<file path="config.mk">
export PLATFORM = sky130hd
export DESIGN_NAME = btb_resolve_unit
export DESIGN_NICKNAME = d
export VERILOG_FILES = /design/src/rtl/btb_pkg.sv /design/src/rtl/btb_pred_pipe.sv /design/src/rtl/btb_resolve_unit.sv
export SDC_FILE = /design/constraint.sdc
export NUM_CORES = 1
export LEC_CHECK = 0
export ABC_AREA = 1
export CAP_MARGIN = 10
export CORE_MARGIN = 2
export CORE_UTILIZATION = 55
export CTS_BUF_LIST = sky130_fd_sc_hd__clkbuf_4
export DETAILED_ROUTE_END_ITERATION = 7
export GPL_TIMING_DRIVEN = 0
export PLACE_DENSITY = 0.94
export SETUP_SLACK_MARGIN = 0.15
export SYNTH_ARGS = -nofsm -noshare
export SYNTH_HDL_FRONTEND = slang
export SYNTH_SLANG_ARGS = --single-unit
</file>
<file path="constraint.sdc">
create_clock -name i_clk -period 13.4 [get_ports i_clk]
set_clock_uncertainty 0.2 [all_clocks]
set_input_delay 1.34 -clock i_clk [delete_from_list [all_inputs] [get_ports i_clk]]
set_output_delay 1.34 -clock i_clk [all_outputs]
set_load 0.01 [all_outputs]
</file>
<file path="src/rtl/btb_pkg.sv">
// Shared types and constants for the BTB prediction carry/resolve path.
package btb_pkg;

  localparam int PC_W = 32;
  localparam logic [PC_W-1:0] BYTE_OFFSET = 32'd4;

  typedef struct packed {
    logic            valid;
    logic [PC_W-1:0] pc;
    logic            hit;
    logic [PC_W-1:0] target;
    logic            taken;
  } pred_entry_t;

  // Next PC for a given direction; the add wraps at 32 bits.
  function automatic logic [PC_W-1:0] next_pc(input logic [PC_W-1:0] pc,
                                               input logic taken,
                                               input logic [PC_W-1:0] target);
    return taken ? target : pc + BYTE_OFFSET;
  endfunction

endpackage

</file>
<file path="src/rtl/btb_pred_pipe.sv">
// Shift register carrying BTB predictions from IF to EX, one slot per stage.
module btb_pred_pipe
  import btb_pkg::*;
#(
  parameter int STAGES = 2
) (
  input  logic        i_clk,
  input  logic        i_rst,
  input  logic        i_advance,
  input  logic        i_flush,
  input  pred_entry_t i_entry,
  output pred_entry_t o_ex_entry
);

  pred_entry_t r_slot [STAGES];

  // Flush wins over advance so the entry fetched alongside a mispredict is dropped too.
  always_ff @(posedge i_clk or posedge i_rst) begin
    if (i_rst) begin
      for (int i = 0; i < STAGES; i++) r_slot[i] <= '0;
    end else if (i_flush) begin
      for (int i = 0; i < STAGES; i++) r_slot[i].valid <= 1'b0;
    end else if (i_advance) begin
      r_slot[0] <= i_entry;
      for (int i = 1; i < STAGES; i++) r_slot[i] <= r_slot[i-1];
    end
  end

  assign o_ex_entry = r_slot[STAGES-1];

endmodule

</file>
<file path="src/rtl/btb_resolve_unit.sv">
// Resolves carried BTB predictions against the EX outcome; drives BTB training, redirect and counters.
module btb_resolve_unit
  import btb_pkg::*;
#(
  parameter int STAGES = 2,
  parameter int CNT_W  = 32
) (
  input  logic             i_clk,
  input  logic             i_rst,
  input  logic             i_if_valid,
  input  logic [31:0]      i_if_pc,
  input  logic             i_btb_hit,
  input  logic [31:0]      i_btb_target,
  input  logic             i_btb_taken,
  input  logic             i_stall,
  input  logic             i_ex_is_branch,
  input  logic             i_ex_taken,
  input  logic [31:0]      i_ex_target,
  output logic             o_update,
  output logic [31:0]      o_update_pc,
  output logic [31:0]      o_update_target,
  output logic             o_mispredicted,
  output logic             o_redirect,
  output logic [31:0]      o_redirect_pc,
  output logic [CNT_W-1:0] o_branch_cnt,
  output logic [CNT_W-1:0] o_mispredict_cnt
);

  localparam logic [CNT_W-1:0] CNT_ONE = {{(CNT_W-1){1'b0}}, 1'b1};

  pred_entry_t     w_in_entry;
  pred_entry_t     w_ex;
  logic            w_resolve;
  logic            w_act_taken;
  logic [PC_W-1:0] w_pred_next;
  logic [PC_W-1:0] w_act_next;
  logic            w_mispredict;

  logic             r_update;
  logic [PC_W-1:0]  r_update_pc;
  logic [PC_W-1:0]  r_update_target;
  logic             r_mispredicted;
  logic             r_redirect;
  logic [PC_W-1:0]  r_redirect_pc;
  logic [CNT_W-1:0] r_branch_cnt;
  logic [CNT_W-1:0] r_mispredict_cnt;

  // While redirect is high the fetch stage is still on the wrong path.
  always_comb begin
    w_in_entry.valid  = i_if_valid & ~r_redirect;
    w_in_entry.pc     = i_if_pc;
    w_in_entry.hit    = i_btb_hit;
    w_in_entry.target = i_btb_target;
    w_in_entry.taken  = i_btb_taken;
  end

  btb_pred_pipe #(.STAGES(STAGES)) u_pipe (
    .i_clk      (i_clk),
    .i_rst      (i_rst),
    .i_advance  (~i_stall),
    .i_flush    (w_resolve & w_mispredict),
    .i_entry    (w_in_entry),
    .o_ex_entry (w_ex)
  );

  assign w_resolve    = ~i_stall & w_ex.valid & ~r_redirect;
  assign w_act_taken  = i_ex_is_branch & i_ex_taken;
  assign w_pred_next  = next_pc(w_ex.pc, w_ex.taken, w_ex.target);
  assign w_act_next   = next_pc(w_ex.pc, w_act_taken, i_ex_target);
  assign w_mispredict = (w_pred_next != w_act_next);

  always_ff @(posedge i_clk or posedge i_rst) begin
    if (i_rst) begin
      r_update         <= 1'b0;
      r_update_pc      <= '0;
      r_update_target  <= '0;
      r_mispredicted   <= 1'b0;
      r_redirect       <= 1'b0;
      r_redirect_pc    <= '0;
      r_branch_cnt     <= '0;
      r_mispredict_cnt <= '0;
    end else begin
      r_update       <= w_resolve & (w_act_taken | w_ex.hit);
      r_mispredicted <= w_resolve & w_mispredict;
      r_redirect     <= w_resolve & w_mispredict;
      if (w_resolve) begin
        r_update_pc     <= w_ex.pc;
        r_update_target <= w_act_next;
        r_redirect_pc   <= w_act_next;
      end
      if (w_resolve & i_ex_is_branch & (r_branch_cnt != '1))
        r_branch_cnt <= r_branch_cnt + CNT_ONE;
      if (w_resolve & w_mispredict & (r_mispredict_cnt != '1))
        r_mispredict_cnt <= r_mispredict_cnt + CNT_ONE;
    end
  end

  assign o_update         = r_update;
  assign o_update_pc      = r_update_pc;
  assign o_update_target  = r_update_target;
  assign o_mispredicted   = r_mispredicted;
  assign o_redirect       = r_redirect;
  assign o_redirect_pc    = r_redirect_pc;
  assign o_branch_cnt     = r_branch_cnt;
  assign o_mispredict_cnt = r_mispredict_cnt;

endmodule
</file>
==> results of run 1 <==
[flip-flops by register name (all words and copies together), names as in the netlist]
register / count
o_update: 1
o_redirect_pc: 32
u_pipe.r_slot: 67
o_branch_cnt: 32
u_pipe.o_ex_entry: 67
o_redirect: 1
o_mispredict_cnt: 32
o_update_pc: 32
[power breakdown]
part | total (µW) | switching, µW | leakage [µW] | internal [µW]
sequential | 1100 | 147 | 0.00337 | 952
clock | 692 | 346 | 0.000484 | 346
combinational | 910 | 458 | 0.00539 | 452
[layer usage]
metal  wire [µm]  up-vias  global-route usage (%)
met4        2090        0                    16.0
met3        3770      133                    5.87
met5           0        -                       0
li1            -     7163                       -
met1       19200     7125                    44.0
met2       22600      736                    56.2
[worst min-delay path: cells and delay by family, from the launching register on]
kind	cells	cell delay, ns
flip-flops	1	0.34
AND/OR/NAND/NOR	2	0.10
[final timing paths]
path	startpoint	to	slack, ns
max reg2reg	u_pipe.o_ex_entry[36]$_DFFE_PP0P_	u_pipe.o_ex_entry[0]$_DFFE_PP0P_	9.58
max	i_stall	o_branch_cnt[25]$_DFFE_PP0P_	9.08
min reg2reg	u_pipe.o_ex_entry[30]$_DFFE_PP0P_	u_pipe.o_ex_entry[30]$_DFFE_PP0P_	0.27
min	u_pipe.o_ex_entry[30]$_DFFE_PP0P_	u_pipe.o_ex_entry[30]$_DFFE_PP0P_	0.27
min in group asynchronous	i_rst	o_branch_cnt[3]$_DFFE_PP0P_	1.00
max in group asynchronous	i_rst	o_update_pc[21]$_DFFE_PP0P_	10.79
[area by class of cell]
type | count | area [µm²]
inverter | 102 | 390
sequential | 264 | 6610
buffer | 125 | 708
fill | 2087 | 7510
antenna | 1 | 2.50
tap | 335 | 419
clock inverter | 18 | 125
multi-input combinational | 1545 | 6920
clock buffer | 94 | 706
timing repair buffer | 265 | 2670
[cell families (layout without fill, tap and decap cells)]
family                     count (synthesis)  count (layout)
DFF                                      264             264
AOI/OAI and AO/OA                         82              82
adders and majority gates                  3               3
other                                      0               1
xor gates and xnor gates                  60              60
and+or+nand+nor                         1400            1400
buffers and inverters                    227             604
[cells in the mapped netlist (4+ instances only)]
master,count,share of area (%)
nand2_1,893,23
nor3_1,24,0.82
inv_2,6,0.15
nand2_2,4,0.17
nor2_2,4,0.17
xnor2_1,27,1.6
buf_2,20,0.68
nand4_1,46,2.0
o21ai_0,75,2.6
clkbuf_1,55,1.4
nor4_1,9,0.39
buf_4,39,2.0
o21ai_1,4,0.14
inv_1,96,2.5
dfrtp_1,264,45
nand3_1,261,8.9
nor2_1,104,2.7
buf_6,9,0.69
or2_2,45,1.9
xor2_1,33,2.0
[stage by stage]
stage	setup slack (ns)	instances	hold slack, ns	power, µW
2_1_floorplan	4.59	2036	0.234	1550
3_3_place_gp	1.78	2635	0.254	1970
3_5_place_dp	8.48	2636	0.259	2010
4_1_cts	9.21	2748	0.274	2700
5_1_grt	8.94	2749	0.292	2860
6_report	9.08	2749	0.275	2700
==> impl_metrics.xml, run 1 <==
<?xml version="1.0" encoding="UTF-8"?>
<metrics>
  <group name="timing">
    <metric name="drv_slew" unit="">0</metric>
    <metric name="finalCriticalPeriod" unit="ns">4.32</metric>
    <metric name="fin_crit_sh" unit="%">32.2</metric>
    <metric name="final.setup.tns" unit="ns">0</metric>
    <metric name="worst_slew_margin_rel" unit="%">38.6</metric>
    <metric name="setup_viol" unit="">0</metric>
    <metric name="setup_repair_after_global_routing_missed_its_margin" unit="">no</metric>
    <metric name="fmax" unit="GHz">0.232</metric>
    <metric name="finalHoldViolCount" unit="">0</metric>
    <metric name="worst-slew-pin-transition" unit="ns">0.920</metric>
  </group>
  <group name="global_route">
    <metric name="grt_max_degree" unit="">134</metric>
    <metric name="initial_antenna_violation_count" unit="">1</metric>
    <metric name="grt_overflow" unit="">0</metric>
    <metric name="grt.total_usage" unit="%">34.1</metric>
    <metric name="grt_pass1_vias" unit="">14400</metric>
    <metric name="wire_length_of_the_first_global_routing_pass" unit="mm">75.9</metric>
  </group>
  <group name="floorplan">
    <metric name="coreArea" unit="µm²">26100</metric>
    <metric name="initial_core_utilization" unit="%">56.1</metric>
    <metric name="ioPinCount" unit="">267</metric>
    <metric name="rows" unit="">59</metric>
    <metric name="die_height" unit="µm">167</metric>
    <metric name="die_width" unit="µm">167</metric>
    <metric name="floorplan.die_area" unit="µm²">27900</metric>
  </group>
  <group name="critical_path">
    <metric name="crit_fanout" unit="">9</metric>
    <metric name="cp.depth" unit="">13</metric>
    <metric name="family_with_the_most_delay_on_the_worst_path" unit="">simple AND/OR/NAND/NOR gates</metric>
    <metric name="rr_worst_depth" unit="">21</metric>
    <metric name="slowest_delay" unit="ns">0.67</metric>
    <metric name="required_time_of_the_critical_path" unit="ns">13.79</metric>
    <metric name="worst-setup-path-type" unit="">in2reg</metric>
    <metric name="critPathBufInv" unit="">4</metric>
    <metric name="worst_path_most_repeated_cell" unit="">nand3_1</metric>
    <metric name="critPathSlowestCell" unit="">nor3_2</metric>
    <metric name="crit_path_end_kind" unit="">flop</metric>
    <metric name="cp_cell_sequence" unit="">clkdlybuf4s50_1 &gt; nor3_2 &gt; inv_1 &gt; nor2_1 &gt; a21boi_1 &gt; nand3_1 &gt; inv_2 &gt; nand3_1 &gt; inv_1 &gt; nand3_1 &gt; nor3_1 &gt; nand2_1 &gt; xnor2_1</metric>
    <metric name="worstSetupStartpointType" unit="">primary input</metric>
    <metric name="cp.arrival" unit="ns">4.71</metric>
  </group>
  <group name="route">
    <metric name="num_vias" unit="">15200</metric>
    <metric name="drt_iter0_markers" unit="">1545</metric>
    <metric name="detail_route.wirelength" unit="mm">47.7</metric>
    <metric name="detail_route.wl_per_cell" unit="µm">17.3</metric>
    <metric name="drt_drc_violations_left" unit="">0</metric>
    <metric name="drt-vias-per-instance" unit="">5.51</metric>
    <metric name="firstDrtPassIters" unit="">6</metric>
    <metric name="detail-route-antenna-nets" unit="">0</metric>
  </group>
  <group name="power">
    <metric name="max-vdd-ir-drop" unit="mV">0.109</metric>
    <metric name="leakage" unit="µW">0.00925</metric>
    <metric name="power_density" unit="nW/µm²">146</metric>
  </group>
  <group name="place">
    <metric name="io_buffer_count" unit="">264</metric>
    <metric name="post-dp-hpwl" unit="mm">36.2</metric>
    <metric name="globalplace.congestion" unit="">0.981</metric>
    <metric name="placed_cell_area" unit="µm²">17700</metric>
  </group>
  <group name="logic_synthesis">
    <metric name="synthDistinctLibCells" unit="">31</metric>
    <metric name="synth_adder_area_share" unit="%">0.257</metric>
    <metric name="yosysWarningCount" unit="">0</metric>
    <metric name="postSynthRegisterBits" unit="">264</metric>
    <metric name="synth-main-ff-cell" unit="">dfrtp_1</metric>
    <metric name="synth_top_family_by_area" unit="">simple AND/OR/NAND/NOR gates</metric>
    <metric name="area_of_the_mapped_netlist" unit="µm²">14600</metric>
    <metric name="compound_gate_portion_of_the_synthesized_area" unit="%">2.86</metric>
    <metric name="synthSimpleGateAreaFrac" unit="%">40.6</metric>
    <metric name="number_of_enable_flip_flop_cells_after_synthesis" unit="">0</metric>
    <metric name="ys_seq_area_share" unit="%">45.2</metric>
    <metric name="synth.avg_cell_area" unit="µm²">7.18</metric>
    <metric name="post_synth_xor_area_fraction" unit="%">3.59</metric>
    <metric name="synth_fp_nets" unit="">2143</metric>
    <metric name="post_synth_inst_count" unit="">2036</metric>
    <metric name="asyncSetResetFlopFracSynth" unit="%">100</metric>
    <metric name="synth.area.mux_share" unit="%">0</metric>
  </group>
  <group name="min_path">
    <metric name="holdPathStages" unit="">2</metric>
    <metric name="holdCritPathClass" unit="">reg2reg</metric>
  </group>
  <group name="clocking">
    <metric name="cts_hold_repair.buffers" unit="">0</metric>
    <metric name="numCtsBuffers" unit="">69</metric>
    <metric name="cts.sink_count" unit="">264</metric>
    <metric name="clock_insertion_delay_worst_skew" unit="ns">0.72</metric>
    <metric name="cts_max_path_buffers" unit="">3</metric>
    <metric name="h_tree_depth" unit="">3</metric>
    <metric name="cts.repair_timing.setup_buffer_count" unit="">0</metric>
    <metric name="clkTransAtPathRegs" unit="ns">0.06</metric>
    <metric name="tritoncts" unit="">yes</metric>
    <metric name="root_buffer" unit="">clkbuf_4</metric>
    <metric name="cts-resized-gates" unit="">0</metric>
  </group>
  <group name="finish">
    <metric name="layout-area-overhead-vs-synth" unit="%">26.9</metric>
    <metric name="drive_gt1_share" unit="%">9.86</metric>
    <metric name="layout.cells.most_common" unit="">nand2_1</metric>
    <metric name="final_core_utilization" unit="%">71.2</metric>
    <metric name="finish.instance_area" unit="µm²">18500</metric>
    <metric name="layout_common_cells" unit="">nand2_1, clkdlybuf4s50_1, dfrtp_1, nand3_1, nor2_1</metric>
    <metric name="nets" unit="">2479</metric>
  </group>
  <group name="status">
    <metric name="run_status" unit="">finished clean</metric>
  </group>
  <group name="flow_run">
    <metric name="max_cap_violations" unit="">0</metric>
  </group>
</metrics>
Power figures use the tool's default switching activity.
==> run 2: changes to the inputs <==
--- a/config.mk
+++ b/config.mk
@@ -8,11 +8,11 @@
 export ABC_AREA = 1
 export CAP_MARGIN = 10
 export CORE_MARGIN = 2
-export CORE_UTILIZATION = 55
+export CORE_UTILIZATION = 50
 export CTS_BUF_LIST = sky130_fd_sc_hd__clkbuf_4
 export DETAILED_ROUTE_END_ITERATION = 7
 export GPL_TIMING_DRIVEN = 0
-export PLACE_DENSITY = 0.94
+export PLACE_DENSITY = 0.91
 export SETUP_SLACK_MARGIN = 0.15
 export SYNTH_ARGS = -nofsm -noshare
 export SYNTH_HDL_FRONTEND = slang
==> constraint.sdc (replaced) <==
create_clock -name i_clk -period 3.75 [get_ports i_clk]
set_clock_uncertainty 0.2 [all_clocks]
set_input_delay 0.375 -clock i_clk [delete_from_list [all_inputs] [get_ports i_clk]]
set_output_delay 0.375 -clock i_clk [all_outputs]
set_load 0.01 [all_outputs]
==> run 2 against run 1 <==
Compared with the run above:
- final cell count increased by 2.7%
- global-route usage decreased by 2.1 points
- final area increased by 2.2%
- flip-flop and latch count unchanged
- combinational power increased to 3.6 times the previous value
- routed wire length increased by 3.2%
- via count increased by 1.6%
- critical path depth increased by 6
- largest cell class unchanged
==> impl_metrics.xml, run 2 (synthesis gave the netlist of run 1 again) <==
<?xml version="1.0" encoding="UTF-8"?>
<metrics>
  <group name="timing">
    <metric name="finalCriticalPeriod" unit="ns">3.57</metric>
    <metric name="drv_slew" unit="">0</metric>
    <metric name="setup_repair_after_global_routing_missed_its_margin" unit="">yes</metric>
    <metric name="finalWorstSetupSlack" unit="ns">0.184</metric>
    <metric name="worst-slew-pin-transition" unit="ns">0.804</metric>
    <metric name="setup_viol" unit="">0</metric>
    <metric name="finalHoldViolCount" unit="">0</metric>
    <metric name="final.setup.tns" unit="ns">0</metric>
    <metric name="fin_crit_sh" unit="%">95.1</metric>
    <metric name="worst_slew_margin_rel" unit="%">46.3</metric>
    <metric name="fmax" unit="GHz">0.280</metric>
  </group>
  <group name="clocking">
    <metric name="cts_max_path_buffers" unit="">3</metric>
    <metric name="numCtsBuffers" unit="">71</metric>
    <metric name="tritoncts" unit="">yes</metric>
    <metric name="clkTransAtPathRegs" unit="ns">0.07</metric>
    <metric name="h_tree_depth" unit="">3</metric>
    <metric name="clock_insertion_delay_worst_skew" unit="ns">0.70</metric>
    <metric name="cts.sink_count" unit="">264</metric>
    <metric name="root_buffer" unit="">clkbuf_4</metric>
  </group>
  <group name="route">
    <metric name="drt_iter0_markers" unit="">1385</metric>
    <metric name="detail-route-antenna-nets" unit="">0</metric>
    <metric name="detail_route.wl_per_cell" unit="µm">17.4</metric>
    <metric name="detail_route.wirelength" unit="mm">49.2</metric>
    <metric name="drt-vias-per-instance" unit="">5.45</metric>
    <metric name="drt_drc_violations_left" unit="">0</metric>
    <metric name="firstDrtPassIters" unit="">7</metric>
    <metric name="num_vias" unit="">15400</metric>
  </group>
  <group name="floorplan">
    <metric name="coreArea" unit="µm²">28800</metric>
    <metric name="ioPinCount" unit="">267</metric>
    <metric name="die_width" unit="µm">175</metric>
    <metric name="die_height" unit="µm">175</metric>
    <metric name="rows" unit="">62</metric>
    <metric name="floorplan.die_area" unit="µm²">30600</metric>
    <metric name="initial_core_utilization" unit="%">50.8</metric>
  </group>
  <group name="finish">
    <metric name="layout.cells.most_common" unit="">nand2_1</metric>
    <metric name="drive_gt1_share" unit="%">11.2</metric>
    <metric name="nets" unit="">2494</metric>
    <metric name="fill_cells" unit="">2329</metric>
    <metric name="layout_common_cells" unit="">nand2_1, clkdlybuf4s50_1, dfrtp_1, nand3_1, nor2_1</metric>
    <metric name="layout-area-overhead-vs-synth" unit="%">29.6</metric>
    <metric name="final_core_utilization" unit="%">65.8</metric>
    <metric name="final_cells" unit="">2823</metric>
  </group>
  <group name="critical_path">
    <metric name="worstSetupStartpointType" unit="">primary input</metric>
    <metric name="crit_fanout" unit="">10</metric>
    <metric name="worst-setup-path-type" unit="">in2reg</metric>
    <metric name="crit_end" unit="">u_pipe.r_slot[112]$_DFFE_PP0P_</metric>
    <metric name="critical_path.reg2reg.startpoint" unit="">u_pipe.o_ex_entry[36]$_DFFE_PP0P_</metric>
    <metric name="end_of_the_worst_register_to_register_path" unit="">u_pipe.r_slot[112]$_DFFE_PP0P_</metric>
    <metric name="regToRegSetupSlack" unit="ns">0.20</metric>
    <metric name="cp.arrival" unit="ns">3.91</metric>
    <metric name="required_time_of_the_critical_path" unit="ns">4.09</metric>
    <metric name="rr_worst_depth" unit="">22</metric>
    <metric name="cp_cell_sequence" unit="">dlygate4sd3_1 &gt; buf_2 &gt; nand2_2 &gt; clkbuf_1 &gt; nand3_1 &gt; nand2_1 &gt; nand2_1 &gt; nand2_1 &gt; nand2_1 &gt; nor2_1 &gt; nand3_1 &gt; nor2_1 &gt; nand3_4 &gt; nand2_8 &gt; nand2_2 &gt; buf_6 &gt; buf_6 &gt; nand2_1 &gt; nand2_1</metric>
    <metric name="slowest_delay" unit="ns">0.61</metric>
    <metric name="worst_path_most_repeated_cell" unit="">nand2_1</metric>
    <metric name="worstSetupStartpoint" unit="">i_ex_is_branch</metric>
    <metric name="critPathSlowestCell" unit="">clkbuf_1</metric>
    <metric name="crit_path_end_kind" unit="">flop</metric>
  </group>
  <group name="power">
    <metric name="pwr-share-seq" unit="%">40.1</metric>
    <metric name="power.clock.fraction" unit="%">26.5</metric>
    <metric name="power.share.combinational" unit="%">33.4</metric>
    <metric name="p_int" unit="µW">6400</metric>
    <metric name="net_switching_component_of_the_power" unit="µW">3430</metric>
    <metric name="power.share.switching" unit="%">34.9</metric>
    <metric name="max-vdd-ir-drop" unit="mV">0.230</metric>
    <metric name="power_density" unit="nW/µm²">519</metric>
    <metric name="leakage" unit="µW">0.00941</metric>
  </group>
  <group name="flow_run">
    <metric name="max_cap_violations" unit="">0</metric>
  </group>
  <group name="place">
    <metric name="io_buffer_count" unit="">264</metric>
    <metric name="dpl.cell_count" unit="">2691</metric>
    <metric name="globalplace.congestion" unit="">0.959</metric>
    <metric name="dp_slack" unit="ns">-0.453</metric>
    <metric name="post-dp-hpwl" unit="mm">37.6</metric>
  </group>
  <group name="global_route">
    <metric name="grt_pass1_vias" unit="">14900</metric>
    <metric name="initial_antenna_violation_count" unit="">2</metric>
    <metric name="wire_length_of_the_first_global_routing_pass" unit="mm">77.4</metric>
    <metric name="grt_overflow" unit="">0</metric>
    <metric name="grt.total_usage" unit="%">32.0</metric>
    <metric name="grt_max_degree" unit="">43</metric>
  </group>
  <group name="status">
    <metric name="run_status" unit="">finished clean</metric>
  </group>
  <group name="min_path">
    <metric name="holdCritPathClass" unit="">in2reg</metric>
  </group>
</metrics>
==> run 2: changes by cell type in the layout (fill, tap and decap cells not counted), sizes merged <==
cell / change
bufinv: +1
dlygate4sd3: +4
clkinv: +8
inv: -3
buf: +13
clkbuf: +1
diode: +1
==> run 2: routing by layer <==
layer / up-vias / global-route usage (%) / wire length, µm / part of all wire, %
met3: 192 / 5.92 / 4390 / 8.9
met1: 7155 / 40.2 / 19100 / 39
met5: - / 0 / 0 / 0
li1: 7214 / - / - / -
met2: 833 / 52.3 / 22900 / 47
met4: 0 / 17.6 / 2760 / 5.6
==> run 2: power by group through the flow <==
stage                     combinational (µW)  clock, µW  sequential, µW
final                                   3280       2610            3950
after global routing                    3590       2800            4000
after CTS                               3260       2640            3920
after detailed placement                3240          0            3960
after global placement                  3130          0            3930
after floorplan                         1590          0            3960
==> run 2: area by class of cell <==
type                            instances  area, µm²  area share, %
Sequential cell                       264       6610           34.9
Clock buffer                           99        743           3.92
Antenna cell                            2       5.00         0.0264
Multi-Input combinational cell       1545       7000           37.0
Buffer                                125        714           3.77
Clock inverter                         24        163          0.858
Timing Repair Buffer                  278       2850           15.0
Tap cell                              384        480           2.54
Inverter                              102        387           2.04
==> run 2: critical path, delay by kind of cell <==
family                 cells  cell delay [ns]
AND/OR/NAND/NOR           14             1.82
buffers and inverters      5             1.67
==> run 2: timing repair <==
item / 4_1_cts / 5_1_grt
endpoints found under the hold margin: 27 / 0
endpoints found under the setup margin: 157 / 170
hold buffers: 4 / 0
pin swaps: 1 / 3
resized for setup: 9 / 20
setup buffers: 0 / 3
==> run 2: through the flow <==
step	area [µm²]	hold slack (ns)	total power, µW
3_5_place_dp	17900	0.259	7200
5_1_grt	19000	0.0135	10400
3_3_place_gp	17700	0.254	7060
4_1_cts	18900	0.00449	9820
6_report	19000	0.0452	9840
2_1_floorplan	14600	0.234	5550
==> run 2: worst min path at each step <==
stage,startpoint,endpoint,cells past startpoint
after detailed placement,u_pipe.o_ex_entry[30]$_DFFE_PP0P_,u_pipe.o_ex_entry[30]$_DFFE_PP0P_,2
final,i_btb_target[1],u_pipe.r_slot[69]$_DFFE_PP0P_,3
after floorplan,u_pipe.o_ex_entry[9]$_DFFE_PP0P_,u_pipe.o_ex_entry[9]$_DFFE_PP0P_,2
after CTS,i_btb_target[1],u_pipe.r_slot[69]$_DFFE_PP0P_,3
after global placement,u_pipe.r_slot[99]$_DFFE_PP0P_,u_pipe.r_slot[99]$_DFFE_PP0P_,2
after global routing,i_btb_target[26],u_pipe.r_slot[94]$_DFFE_PP0P_,3
==> run 3: changes to the inputs <==
--- a/config.mk
+++ b/config.mk
@@ -14,6 +14,8 @@
 export GPL_TIMING_DRIVEN = 0
 export PLACE_DENSITY = 0.91
 export SETUP_SLACK_MARGIN = 0.15
+export SLEW_MARGIN = 10
 export SYNTH_ARGS = -nofsm -noshare
 export SYNTH_HDL_FRONTEND = slang
+export SYNTH_HIERARCHICAL = 1
 export SYNTH_SLANG_ARGS = --single-unit
==> run 3 against run 2 <==
Compared with the run above:
- utilization increased by 0.22 points
- first-iteration DRC count up 11%
- clock-buffer cell count shrank 4
- critical path type is now reg2reg
- sequential power barely moved
- flip-flop and latch count unchanged
- clock power shrank 8.4%
- critical endpoint is now u_pipe/o_ex_entry[27]$_DFFE_PP0P_
- global-route usage fell by 0.36 points
- synthesized area grew 1.4%
- largest cell class unchanged
- final area increased by 2.5%
- via count down 1.4%
- power increased by 4.5%
==> impl_metrics.xml, run 3 <==
<?xml version="1.0" encoding="UTF-8"?>
<metrics>
  <group name="status">
    <metric name="run_status" unit="">finished clean</metric>
  </group>
  <group name="finish">
    <metric name="layout.cells.most_common" unit="">nand2_1</metric>
    <metric name="finish.instance_area" unit="µm²">19400</metric>
    <metric name="layout-area-overhead-vs-synth" unit="%">31.0</metric>
    <metric name="nets" unit="">2483</metric>
    <metric name="layout_common_cells" unit="">nand2_1, clkdlybuf4s50_1, dfrtp_1, nand3_1, buf_4</metric>
    <metric name="drive_gt1_share" unit="%">15.2</metric>
  </group>
  <group name="floorplan">
    <metric name="ioPinCount" unit="">267</metric>
    <metric name="die_height" unit="µm">176</metric>
    <metric name="die_width" unit="µm">176</metric>
    <metric name="rows" unit="">63</metric>
    <metric name="initial_core_utilization" unit="%">50.4</metric>
    <metric name="coreArea" unit="µm²">29400</metric>
    <metric name="floorplan.die_area" unit="µm²">31000</metric>
  </group>
  <group name="clocking">
    <metric name="clock_insertion_delay_worst_skew" unit="ns">0.70</metric>
    <metric name="cts.sink_count" unit="">264</metric>
    <metric name="tritoncts" unit="">yes</metric>
    <metric name="h_tree_depth" unit="">3</metric>
    <metric name="numCtsBuffers" unit="">68</metric>
    <metric name="clkTransAtPathRegs" unit="ns">0.08</metric>
    <metric name="cts_max_path_buffers" unit="">3</metric>
    <metric name="root_buffer" unit="">clkbuf_4</metric>
  </group>
  <group name="timing">
    <metric name="finalHoldViolCount" unit="">0</metric>
    <metric name="fmax" unit="GHz">0.287</metric>
    <metric name="fin_crit_sh" unit="%">93.0</metric>
    <metric name="finalCriticalPeriod" unit="ns">3.49</metric>
    <metric name="setup_repair_after_global_routing_missed_its_margin" unit="">yes</metric>
    <metric name="worst_slew_margin_rel" unit="%">49.1</metric>
    <metric name="drv_slew" unit="">0</metric>
    <metric name="worst-slew-pin-transition" unit="ns">0.763</metric>
    <metric name="setup_viol" unit="">0</metric>
  </group>
  <group name="min_path">
    <metric name="worst_hold_startpoint" unit="">i_btb_hit</metric>
    <metric name="hold_end" unit="">u_pipe/r_slot[100]$_DFFE_PP0P_</metric>
    <metric name="holdPathStages" unit="">3</metric>
    <metric name="holdCritPathClass" unit="">in2reg</metric>
  </group>
  <group name="critical_path">
    <metric name="regToRegSetupSlack" unit="ns">0.26</metric>
    <metric name="slowest_delay" unit="ns">0.42</metric>
    <metric name="cp.arrival" unit="ns">3.91</metric>
    <metric name="required_time_of_the_critical_path" unit="ns">4.17</metric>
    <metric name="crit_path_end_kind" unit="">flop</metric>
    <metric name="cp_cell_sequence" unit="">buf_4 &gt; nand2_1 &gt; nor2_1 &gt; nand2_1 &gt; nor2_1 &gt; nand2_1 &gt; nand2_1 &gt; nand2_1 &gt; nand2_1 &gt; nand2_1 &gt; nand2_1 &gt; nand2_1 &gt; nor2_1 &gt; nand2_1 &gt; nor2_4 &gt; nand3_2 &gt; buf_6 &gt; nand2_1 &gt; inv_2 &gt; clkinv_4 &gt; buf_8 &gt; buf_4 &gt; nand3_1 &gt; nand2_1</metric>
    <metric name="critPathSlowestCell" unit="">dfrtp_1</metric>
    <metric name="worst_path_most_repeated_cell" unit="">nand2_1</metric>
    <metric name="critPathBufInv" unit="">6</metric>
    <metric name="worstSetupStartpointType" unit="">flop</metric>
    <metric name="end_of_the_worst_register_to_register_path" unit="">u_pipe/o_ex_entry[27]$_DFFE_PP0P_</metric>
    <metric name="critical_path.reg2reg.startpoint" unit="">u_pipe/o_ex_entry[53]$_DFFE_PP0P_</metric>
    <metric name="worst-setup-path-type" unit="">reg2reg</metric>
    <metric name="family_with_the_most_delay_on_the_worst_path" unit="">simple AND/OR/NAND/NOR gates</metric>
    <metric name="crit_fanout" unit="">10</metric>
    <metric name="rr_worst_depth" unit="">24</metric>
  </group>
  <group name="place">
    <metric name="post-dp-hpwl" unit="mm">38.2</metric>
    <metric name="placed_cell_area" unit="µm²">18100</metric>
    <metric name="globalplace.congestion" unit="">0.985</metric>
    <metric name="io_buffer_count" unit="">266</metric>
  </group>
  <group name="logic_synthesis">
    <metric name="postSynthRegisterBits" unit="">264</metric>
    <metric name="yosysWarningCount" unit="">6</metric>
    <metric name="post_synth_inst_count" unit="">2017</metric>
    <metric name="synth.avg_cell_area" unit="µm²">7.35</metric>
    <metric name="synth_area_leader_cell" unit="">dfrtp_1</metric>
    <metric name="number_of_enable_flip_flop_cells_after_synthesis" unit="">0</metric>
    <metric name="asyncSetResetFlopFracSynth" unit="%">100</metric>
    <metric name="yosys.area.top_type_share" unit="%">44.6</metric>
    <metric name="synth-main-ff-cell" unit="">dfrtp_1</metric>
    <metric name="synth_top_cells_by_count" unit="">nand2_1, dfrtp_1, nand3_1</metric>
    <metric name="synthDistinctLibCells" unit="">30</metric>
    <metric name="ys_top_cells_by_area" unit="">dfrtp_1, nand2_1, nand3_1, buf_4, xor2_1</metric>
    <metric name="ys_seq_area_share" unit="%">44.6</metric>
    <metric name="synthMostInstantiatedCell" unit="">nand2_1</metric>
    <metric name="area_of_the_mapped_netlist" unit="µm²">14800</metric>
    <metric name="synth_fp_nets" unit="">2124</metric>
  </group>
  <group name="global_route">
    <metric name="grt_max_degree" unit="">42</metric>
    <metric name="grt.total_usage" unit="%">31.6</metric>
    <metric name="initial_antenna_violation_count" unit="">2</metric>
    <metric name="wire_length_of_the_first_global_routing_pass" unit="mm">76.7</metric>
    <metric name="grt_overflow" unit="">0</metric>
    <metric name="grt_pass1_vias" unit="">14600</metric>
  </group>
  <group name="power">
    <metric name="leakage" unit="µW">0.00977</metric>
    <metric name="design_power_total" unit="µW">10300</metric>
    <metric name="max-vdd-ir-drop" unit="mV">0.231</metric>
    <metric name="power_density" unit="nW/µm²">529</metric>
  </group>
  <group name="route">
    <metric name="detail_route.wirelength" unit="mm">50.3</metric>
    <metric name="drt_iter0_markers" unit="">1535</metric>
    <metric name="drt_drc_violations_left" unit="">0</metric>
    <metric name="detail_route.wl_per_cell" unit="µm">17.9</metric>
    <metric name="num_vias" unit="">15200</metric>
    <metric name="firstDrtPassIters" unit="">6</metric>
    <metric name="detail-route-antenna-nets" unit="">0</metric>
    <metric name="drt-vias-per-instance" unit="">5.41</metric>
  </group>
  <group name="flow_run">
    <metric name="max_cap_violations" unit="">0</metric>
  </group>
</metrics>
run 3: per-layer routing:
layer | GRT usage [%] | wire (µm) | part of all wire, %
met2 | 52.2 | 24000 | 48
met5 | 0 | 0 | 0
met3 | 4.95 | 4120 | 8.2
met4 | 13.5 | 2130 | 4.2
met1 | 41.5 | 20000 | 40
run 3: per-stage QoR:
step | hold slack [ns] | setup WS, ns | instances | TNS [ns] | utilization [%]
3_3_place_gp | 0.257 | -0.890 | 2673 | -109.27 | 61.2
6_report | 0.0441 | 0.261 | 2809 | 0 | 66.1
5_1_grt | 0.0310 | 0.0588 | 2809 | 0 | 66.1
2_1_floorplan | 0.243 | 0.734 | 2017 | 0 | -
3_5_place_dp | 0.260 | -0.907 | 2679 | -111.69 | 61.6
4_1_cts | 0.0103 | 0.155 | 2793 | 0 | 64.7
run 3: worst min-delay path, cell delays in order:
cell             delay (ns)
clkdlybuf4s50_1        0.39
nand3_1                0.08
nand2_1                0.05
run 3: worst max-delay path by stage:
stage | from | to | cells past startpoint
floorplan | u_pipe/o_ex_entry[36]$_DFFE_PP0P_ | u_pipe/r_slot[101]$_DFFE_PP0P_ | 25
global placement | i_ex_is_branch | u_pipe/r_slot[81]$_DFFE_PP0P_ | 21
detailed placement | i_ex_is_branch | u_pipe/r_slot[83]$_DFFE_PP0P_ | 22
CTS | u_pipe/o_ex_entry[36]$_DFFE_PP0P_ | u_pipe/r_slot[84]$_DFFE_PP0P_ | 26
global route | u_pipe/o_ex_entry[53]$_DFFE_PP0P_ | u_pipe/r_slot[93]$_DFFE_PP0P_ | 25
finish | u_pipe/o_ex_entry[53]$_DFFE_PP0P_ | u_pipe/o_ex_entry[27]$_DFFE_PP0P_ | 24
run 3: where the power goes:
part           total, µW  internal [µW]  switching, µW
logic               3930           1990           1940
registers           3960           3450            517
clock network       2390           1230           1160
total              10300           6660           3620
run 3: area by class of cell:
class                   count  area [µm²]
fillers                  2381        9980
multi-input cells        1473        6830
flip-flops and latches    264        6610
repair buffers            289        3000
plain buffers             191        1340
clock buffers              95         713
well taps                 390         488
inverters                  89         347
clock inverters            16        90.1
diodes                      2        5.00
run 3: kinds of logic (layout without fill, tap and decap cells):
logic type / Yosys count / after routing / synth area share [%]
XOR/XNOR: 73 / 73 / 4.31
AO/OA/AOI/OAI: 72 / 72 / 2.46
multiplexers: 3 / 3 / 0.203
buffers and inverters: 280 / 680 / 10.6
other: 0 / 2 / 0
AND/OR/NAND/NOR: 1322 / 1322 / 37.6
adder cells (fa/ha/maj): 3 / 3 / 0.253
flip-flops: 264 / 264 / 44.6
run 3: repair_timing:
action                                  CTS  global route
hold endpoints to repair                 35             0
endpoints found under the setup margin  134           141
resized for setup                        32            68
buffers inserted                          2             9
hold buffers                              1             0
cloned                                    0             5
pin swaps                                 5            17
